[src/rtl/approx_mult_pkg.sv]
// Shared types and defaults for the approximate-multiplier datapath blocks.
// Holds the accumulator FSM state encoding and the saturation ceiling.
package approx_mult_pkg;

   localparam int PROD_W_DEF = 16;
   localparam int ACC_W_DEF  = 24;

   typedef enum logic [1:0] {
      IDLE  = 2'd0,
      ACCUM = 2'd1,
      OUT   = 2'd2
   } state_t;

   // Saturation ceiling for the default accumulator width (2^ACC_W-1).
   localparam logic [ACC_W_DEF-1:0] ACC_MAX = '1;

endpackage

[src/rtl/sat_accum_add.sv]
// Combinational saturating add of an unsigned term into an unsigned accumulator.
// Returns the clamped sum and an overflow flag; TERM_W must not exceed ACC_W.
module sat_accum_add #(
   parameter int ACC_W  = 24,
   parameter int TERM_W = 17
) (
   input  logic [ACC_W-1:0]  i_acc,
   input  logic [TERM_W-1:0] i_term,
   output logic [ACC_W-1:0]  o_sum,
   output logic              o_ovf
);

   logic [ACC_W:0] w_wide;

   // One guard bit above the accumulator catches any carry out.
   assign w_wide = {1'b0, i_acc} + {{(ACC_W + 1 - TERM_W){1'b0}}, i_term};
   assign o_ovf  = w_wide[ACC_W];
   assign o_sum  = o_ovf ? {ACC_W{1'b1}} : w_wide[ACC_W-1:0];

endmodule

[src/rtl/approx_prod_accum.sv]
// Streaming saturating dot-product accumulator for approximate 8x8 products.
// Optional per-term bias compensation is enabled by defining APPROX_BIAS_COMP_EN.
module approx_prod_accum
   import approx_mult_pkg::*;
#(
   parameter int PROD_W = PROD_W_DEF,
   parameter int ACC_W  = ACC_W_DEF,
   parameter int LEN    = 16,
   parameter int CNT_W  = 8,
   parameter int BIAS   = 0
) (
   input  logic              clk,
   input  logic              rst,
   input  logic              in_valid,
   output logic              in_ready,
   input  logic [PROD_W-1:0] in_data,
   input  logic              in_last,
   output logic              out_valid,
   input  logic              out_ready,
   output logic [ACC_W-1:0]  out_data,
   output logic [CNT_W-1:0]  out_cnt,
   output logic              out_sat,
   output state_t            dbg_state
);

   // Handshakes: a transfer happens on a rising edge where valid && ready;
   // valid never waits on ready, and in_ready is low whenever a result is held.

   state_t             r_state;
   state_t             w_next_state;
   logic [ACC_W-1:0]   r_acc;
   logic [CNT_W-1:0]   r_cnt;
   logic               r_sat;
   logic [ACC_W-1:0]   r_out_data;
   logic [CNT_W-1:0]   r_out_cnt;
   logic               r_out_sat;

   logic               w_accept;
   logic               w_final;
   logic               w_leave_out;
   logic [CNT_W-1:0]   w_cnt_inc;
   logic [PROD_W:0]    w_term;
   logic [ACC_W-1:0]   w_sum;
   logic               w_ovf;

`ifdef APPROX_BIAS_COMP_EN
   assign w_term = {1'b0, in_data} + (PROD_W + 1)'(BIAS);
`else
   assign w_term = {1'b0, in_data};
`endif

   assign in_ready    = !rst && (r_state != OUT);
   assign w_accept    = in_valid && in_ready;
   assign w_cnt_inc   = r_cnt + 1'b1;
   assign w_final     = in_last || (w_cnt_inc == CNT_W'(LEN));
   assign w_leave_out = (r_state == OUT) && out_ready;

   sat_accum_add #(
      .ACC_W  (ACC_W),
      .TERM_W (PROD_W + 1)
   ) u_add (
      .i_acc  (r_acc),
      .i_term (w_term),
      .o_sum  (w_sum),
      .o_ovf  (w_ovf)
   );

   always_comb begin
      w_next_state = r_state;
      case (r_state)
         IDLE, ACCUM: if (w_accept) w_next_state = w_final ? OUT : ACCUM;
         OUT:         if (out_ready) w_next_state = IDLE;
         default:     w_next_state = IDLE;
      endcase
   end

   always_ff @(posedge clk) begin
      if (rst) begin
         r_state    <= IDLE;
         r_acc      <= '0;
         r_cnt      <= '0;
         r_sat      <= 1'b0;
         r_out_data <= '0;
         r_out_cnt  <= '0;
         r_out_sat  <= 1'b0;
      end else begin
         r_state <= w_next_state;
         if (w_leave_out) begin
            r_acc <= '0;
            r_cnt <= '0;
            r_sat <= 1'b0;
         end else if (w_accept) begin
            r_acc <= w_sum;
            r_cnt <= w_cnt_inc;
            r_sat <= r_sat | w_ovf;
            if (w_final) begin
               r_out_data <= w_sum;
               r_out_cnt  <= w_cnt_inc;
               r_out_sat  <= r_sat | w_ovf;
            end
         end
      end
   end

   assign out_valid = (r_state == OUT);
   assign out_data  = r_out_data;
   assign out_cnt   = r_out_cnt;
   assign out_sat   = r_out_sat;
   assign dbg_state = r_state;

endmodule

[config.mk]
export PLATFORM = sky130hd
export DESIGN_NAME = approx_prod_accum
export DESIGN_NICKNAME = d
export VERILOG_FILES = /design/src/rtl/approx_mult_pkg.sv /design/src/rtl/sat_accum_add.sv /design/src/rtl/approx_prod_accum.sv
export SDC_FILE = /design/constraint.sdc
export NUM_CORES = 1
export LEC_CHECK = 0
export ABC_CLOCK_PERIOD_IN_PS = 3000
export BUFFER_PORTS_ARGS = -buffer_cell sky130_fd_sc_hd__buf_2
export CELL_PAD_IN_SITES_DETAIL_PLACEMENT = 0
export CELL_PAD_IN_SITES_GLOBAL_PLACEMENT = 1
export CORE_UTILIZATION = 40
export CTS_BUF_LIST = sky130_fd_sc_hd__clkbuf_8
export CTS_CLUSTER_SIZE = 12
export DETAILED_ROUTE_END_ITERATION = 12
export GPL_TIMING_DRIVEN = 0
export PLACE_DENSITY = 0.83
export SYNTH_ARGS = -nofsm -noshare
export SYNTH_HDL_FRONTEND = slang
export SYNTH_HIERARCHICAL = 1
export SYNTH_SLANG_ARGS = --single-unit
[constraint.sdc]
create_clock -name clk -period 3 [get_ports clk]
set_clock_uncertainty 0.15 [all_clocks]
set_input_delay 0.15 -clock clk [delete_from_list [all_inputs] [get_ports clk]]
set_output_delay 0.15 -clock clk [all_outputs]
set_load 0.01 [all_outputs]
**Word level (Yosys, flattened, before mapping)**

Cells that the tools add are included.

- Bits in registers: 68
- Input bits: 21
- Output and inout bits: 37
- Word-level logic and storage cells: 32

- $add $sub $neg: 2
- Equal/unequal tests: 6
- Multiplexer cells: 5
- Bitwise operators: 2
- Reduce and logical (&&, ||, !) cells: 10

Operators by type and width:

| cell | number |
|---|---|
| $add A24 B16 Y25 | 1 |
| $mux W24 | 1 |
| $add A8 B1 Y8 const B | 1 |
| $eq A8 B5 Y1 const B | 1 |
| $mux W2 | 3 |
| $ne A2 B2 Y1 const B | 2 |
| $pmux W2 S2 | 1 |
| $reduce_or A2 Y1 | 2 |
| $logic_and A1 B1 Y1 | 3 |
| $reduce_and A3 Y1 | 1 |
| $eq A2 B1 Y1 const B | 1 |
| $eq A2 B2 Y1 const B | 1 |
| $logic_not A2 Y1 | 1 |
| $ne A2 B1 Y1 const B | 1 |
| $reduce_and A2 Y1 | 1 |
| $logic_not A1 Y1 | 1 |
| $logic_or A1 B1 Y1 | 1 |
| $not A1 Y1 | 1 |
| $or A1 B1 Y1 | 1 |

**Longest topological paths before layout**

- Depth in word-level cells: 6
- Gate-level depth with buffers: 11
- Mapped depth without buffers: 11

**Cells and area by module**

The synthesis kept the hierarchy.

By module, submodules not included:

| module | times used | cells an instance | area an instance (µm²) | seq. area each (µm²) |
|---|---|---|---|---|
| approx_prod_accum | 1 | 280 | 2,595.0 | 1,361.3 |
| sat_accum_add | 1 | 175 | 1,256.2 | 0.0 |

**Worst setup path before layout**

OpenSTA, ideal clock, no wires.

- Path type: register -> register
- Start: reg r_acc[0]
- End: reg r_out_data[23], in the netlist out_data[23]
- Library setup time: 120 ps
- Arrival time: 2,429 ps
- Data required time: 2,730 ps
- Setup slack: 301 ps
- Cell stages (with the launch flop): 12
- Path buffers: 0
- Period minus slack after synthesis: 2,699 ps
- Cell sequence: dfxtp_1 -> ha_1 -> fa_1 -> a211oi_2 -> o211ai_2 -> a21oi_4 -> o21bai_4 -> nor4_1 -> a21oi_1 -> inv_1 -> o32ai_1 -> a211o_1

- Cells in the longest elaborated chain, start to end: 2

RTL lines:

| what | RTL line | RTL |
|---|---|---|
| start: declaration | approx_prod_accum.sv:31 | `logic [ACC_W-1:0] r_acc;` |
| start signal: assignment | approx_prod_accum.sv:93 | `r_acc <= w_sum;` |
| $add A24 B16 Y25 | sat_accum_add.sv:16 | `assign w_wide = {1'b0, i_acc} + {{(ACC_W + 1 - TERM_W){1'b0}}, i_term};` |
| $mux W24 | sat_accum_add.sv:18 | `assign o_sum = o_ovf ? {ACC_W{1'b1}} : w_wide[ACC_W-1:0];` |
| net w_sum[23] | approx_prod_accum.sv:43 | `logic [ACC_W-1:0] w_sum;` |
| end signal: assignment | approx_prod_accum.sv:97 | `r_out_data <= w_sum;` |
| end: declaration | approx_prod_accum.sv:34 | `logic [ACC_W-1:0] r_out_data;` |

The timed path passes the listed nets, and every way through them passes these cells.
A chain may end at the register's enable or synchronous reset.

**Worst setup path in the final report**

Same ends and word-level chain as after synthesis.

==> qor.csv <==
stage,metric,value,unit
worst_setup_path,Critical Path Max Stage Delay,410,ps
synthesis,syn_nets,495,
sta,Worst slew margin,0.627,
sta,WHS,2.21,ps
floorplan,total core area,9280,um^2
sta,min cycle time layout,2950,ps
route,drt initial violations,92,
global_routing,most used routing layer,met2,
clock_tree,CTS H-Tree Depth,3,
synthesis,Syn Inst Count,455,
placement,DPL Wire Length,7270,um
sta,Least-Margin Pin Slew,559,ps
finish,ant diodes,0,
clock_tree,CTS buffer count,9,
synthesis,Post-Syn Area,3850,um^2
power_and_ir_drop,PwrDens,475,nW/um^2
synthesis,fraction of the yosys area taken by sequential cells,0.353,
route,WL per Instance,15.1,um
synthesis,Avg Inst Size Synth,8.46,um^2
power_and_ir_drop,overall power,2.16,mW
placement,Buffers on Ports,55,
run,Max Cap Viol,0,
clock_tree,register clock-pin slew on the reported worst setup and hold paths,80,ps
route,WL final,9940,um
finish,Syn-to-layout area delta,17.8,%
floorplan,Initial Utilization,0.415,
power_and_ir_drop,VDD IR max,0.193,mV
floorplan,row cnt,35,
sta,unrepaired setup endpoints after global routing,no,
synthesis,"FF+latch count, synth",68,
route,Antenna Nets Post-Route,0,
worst_setup_path,Crit path required time,3080,ps
run_status,outcome,finished clean,
synthesis,Synth Warn #,6,
global_routing,antenna violations before repair,0,
placement,Final Wtd Congestion,0.799,
floorplan,Ports,58,
floorplan,die area,10000,um^2
worst_setup_path,Worst setup EP type,flip-flop,
finish,layout cell share with drive strength beyond 1,0.200,
floorplan,overall die height,100,um
global_routing,grt met3 use,0.0327,
sta,Fin. Hold Viols,0,
global_routing,number of global-route vias before repair,3459,
worst_setup_path,CP Data Arrival Time,3030,ps
global_routing,first-pass GRT wire length,16700,um
route,total number of vias,3488,
clock_tree,clk sinks,68,
worst_setup_path,Worst setup SP type,flip-flop,
synthesis,"Distinct cells, synth",67,
clock_tree,root buffer cell,clkbuf_8,
clock_tree,CTS tree,done,
route,DR vias/cell,5.30,
worst_setup_path,critical path type,reg -> reg,
synthesis,"Top FF cell, synth",dfxtp_1,
power_and_ir_drop,Leakage,1.91,nW
sta,fin crit share,0.984,
worst_setup_path,critical path cell sequence,ha_1 -> fa_2 -> a211oi_4 -> o211ai_2 -> a21oi_4 -> o21bai_4 -> nor4_2 -> a21oi_2 -> inv_1 -> o32ai_1 -> a211o_1,
global_routing,met1 Usage GRT,0.283,
global_routing,largest net degree at the start of global routing,12,
global_routing,GR Overflow Total,0,
sta,Achievable Freq,339,MHz
clock_tree,Clock Path Buffers,2,
clock_tree,Clock Latency Late Sink,350,ps
worst_setup_path,CP max-delay cell,fa_2,
route,First-pass DRT Iterations,4,
floorplan,die width,100,um
worst_setup_path,"Max FO, Critical Path",5,
worst_hold_path,HP Class,in -> reg,
global_routing,GRT Overall Usage,0.210,
sta,final setup fails,0,
global_routing,met2 Track Usage GR,0.348,
sta,max-slew violation count,0,
synthesis,number of synthesized flops with an enable pin,0,
finish,Layout Nets,564,
route,DRC violations left,0,
synthesis,asr flop ratio synth,0,
worst max-delay path, delay by kind of cell, from the launching register on:
family / cells / cell delay (ps)
buffers and inverters: 1 / 80
and+or+nand+nor: 1 / 330
AOI/OAI and AO/OA: 7 / 1290
DFF: 1 / 330
adders and majority gates: 2 / 650
cell type report:
type | instances | area (um^2)
Tap cell | 129 | 161
Clock inverter | 5 | 51.3
Buffer | 25 | 144
Clock buffer | 11 | 151
Inverter | 11 | 41.3
Fill cell | 914 | 4750
Sequential cell | 68 | 1360
Multi-Input combinational cell | 351 | 2320
Timing Repair Buffer | 58 | 303
report_power, final:
part,internal (mW),leakage (nW),switching [mW]
clock,0.424,0.107,0.371
combinational,0.160,1.25,0.244
sequential,0.935,0.551,0.0221
total,1.52,1.91,0.637
placed cells by master, fill, tap and decap left out, types with 5 or more instances in the layout:
cell type  netlist  final
inv_1           11     12
xnor2_1         18     18
a21o_1           6      6
ha_1            18     18
nor3_1           6      6
a22o_1          23     23
xor2_1           9      9
buf_2            7     62
clkbuf_1         9      9
nand3_1         16     16
nor2_1          18     18
dfxtp_1         68     68
o21ai_0         11     11
a21oi_1         51     50
o211ai_1         6      6
nand2_1         84     84
and3_1           5      5
clkbuf_8         0     11
nand2b_1         6      6
cells by family after synthesis:
family,share of synthesized area
buffers and inverters,0.0481
adder cells (fa/ha/maj),0.0637
XOR/XNOR,0.0614
other,0.000974
multiplexers,0.00520
AND/OR/NAND/NOR,0.188
AO/OA/AOI/OAI,0.279
flip-flops,0.353
Yosys cell counts (all sizes together) (3+ instances only):
library cell	number	area, um^2
nand3	17	90.1
inv	11	41.3
nand2	84	315
nor2	19	73.8
nor2b	3	18.8
buf	16	110
o32ai	4	35.0
a211oi	3	40.0
nand2b	6	37.5
and3	5	31.3
a31oi	3	18.8
nor3	6	30.0
a211o	3	26.3
dfxtp	68	1360
xor2	9	78.8
o21ai	17	108
ha	18	225
o2bb2ai	3	26.3
a21o	6	45.0
xnor2	18	158
a22o	23	201
o211ai	7	57.6
and2	3	18.8
clkbuf	9	33.8
a21oi	55	313
per-layer routing:
layer / part of all wire / up-vias
met5: 0 / -
met4: 0.0091 / 0
li1: - / 1785
met2: 0.46 / 64
met1: 0.49 / 1631
met3: 0.036 / 8
per-stage QoR:
stage / util / cell area (um^2) / TNS [ps] / worst slack (ps) / instances
6_report: 0.489 / 4540 / 0 / 48.6 / 658
3_5_place_dp: 0.462 / 4290 / -93.0 / -93.0 / 639
2_1_floorplan: - / 3850 / 0 / 301 / 455
4_1_cts: 0.488 / 4530 / 0 / 7.46 / 658
5_1_grt: 0.489 / 4540 / 0 / 5.73 / 658
3_3_place_gp: 0.462 / 4290 / -39.5 / -39.5 / 639
registers in the layout (all words and copies together), names as in the netlist:
name and count:
out_data 24, r_acc 24, out_cnt 8, r_cnt 8
dbg_state 2, out_sat 1, r_sat 1
path summary, 6_finish.rpt:
check,slack (ps),to,depth (start not counted),start
min,2,dbg_state[0],3,in_valid
min reg2reg,310,r_acc[8],2,r_acc[8]
max,50,out_data[23],11,r_acc[0]
max reg2reg,50,out_data[23],11,r_acc[0]
timing repair:
action / 4_1_cts / 5_1_grt
setup endpoints to repair: 11 / 5
hold buffers: 2 / 0
setup buffers: 1 / 0
endpoints found under the hold margin: 1 / 0
resized for setup: 2 / 2
pin swaps: 3 / 2
Note: power is estimated with default switching activity, not from simulation.
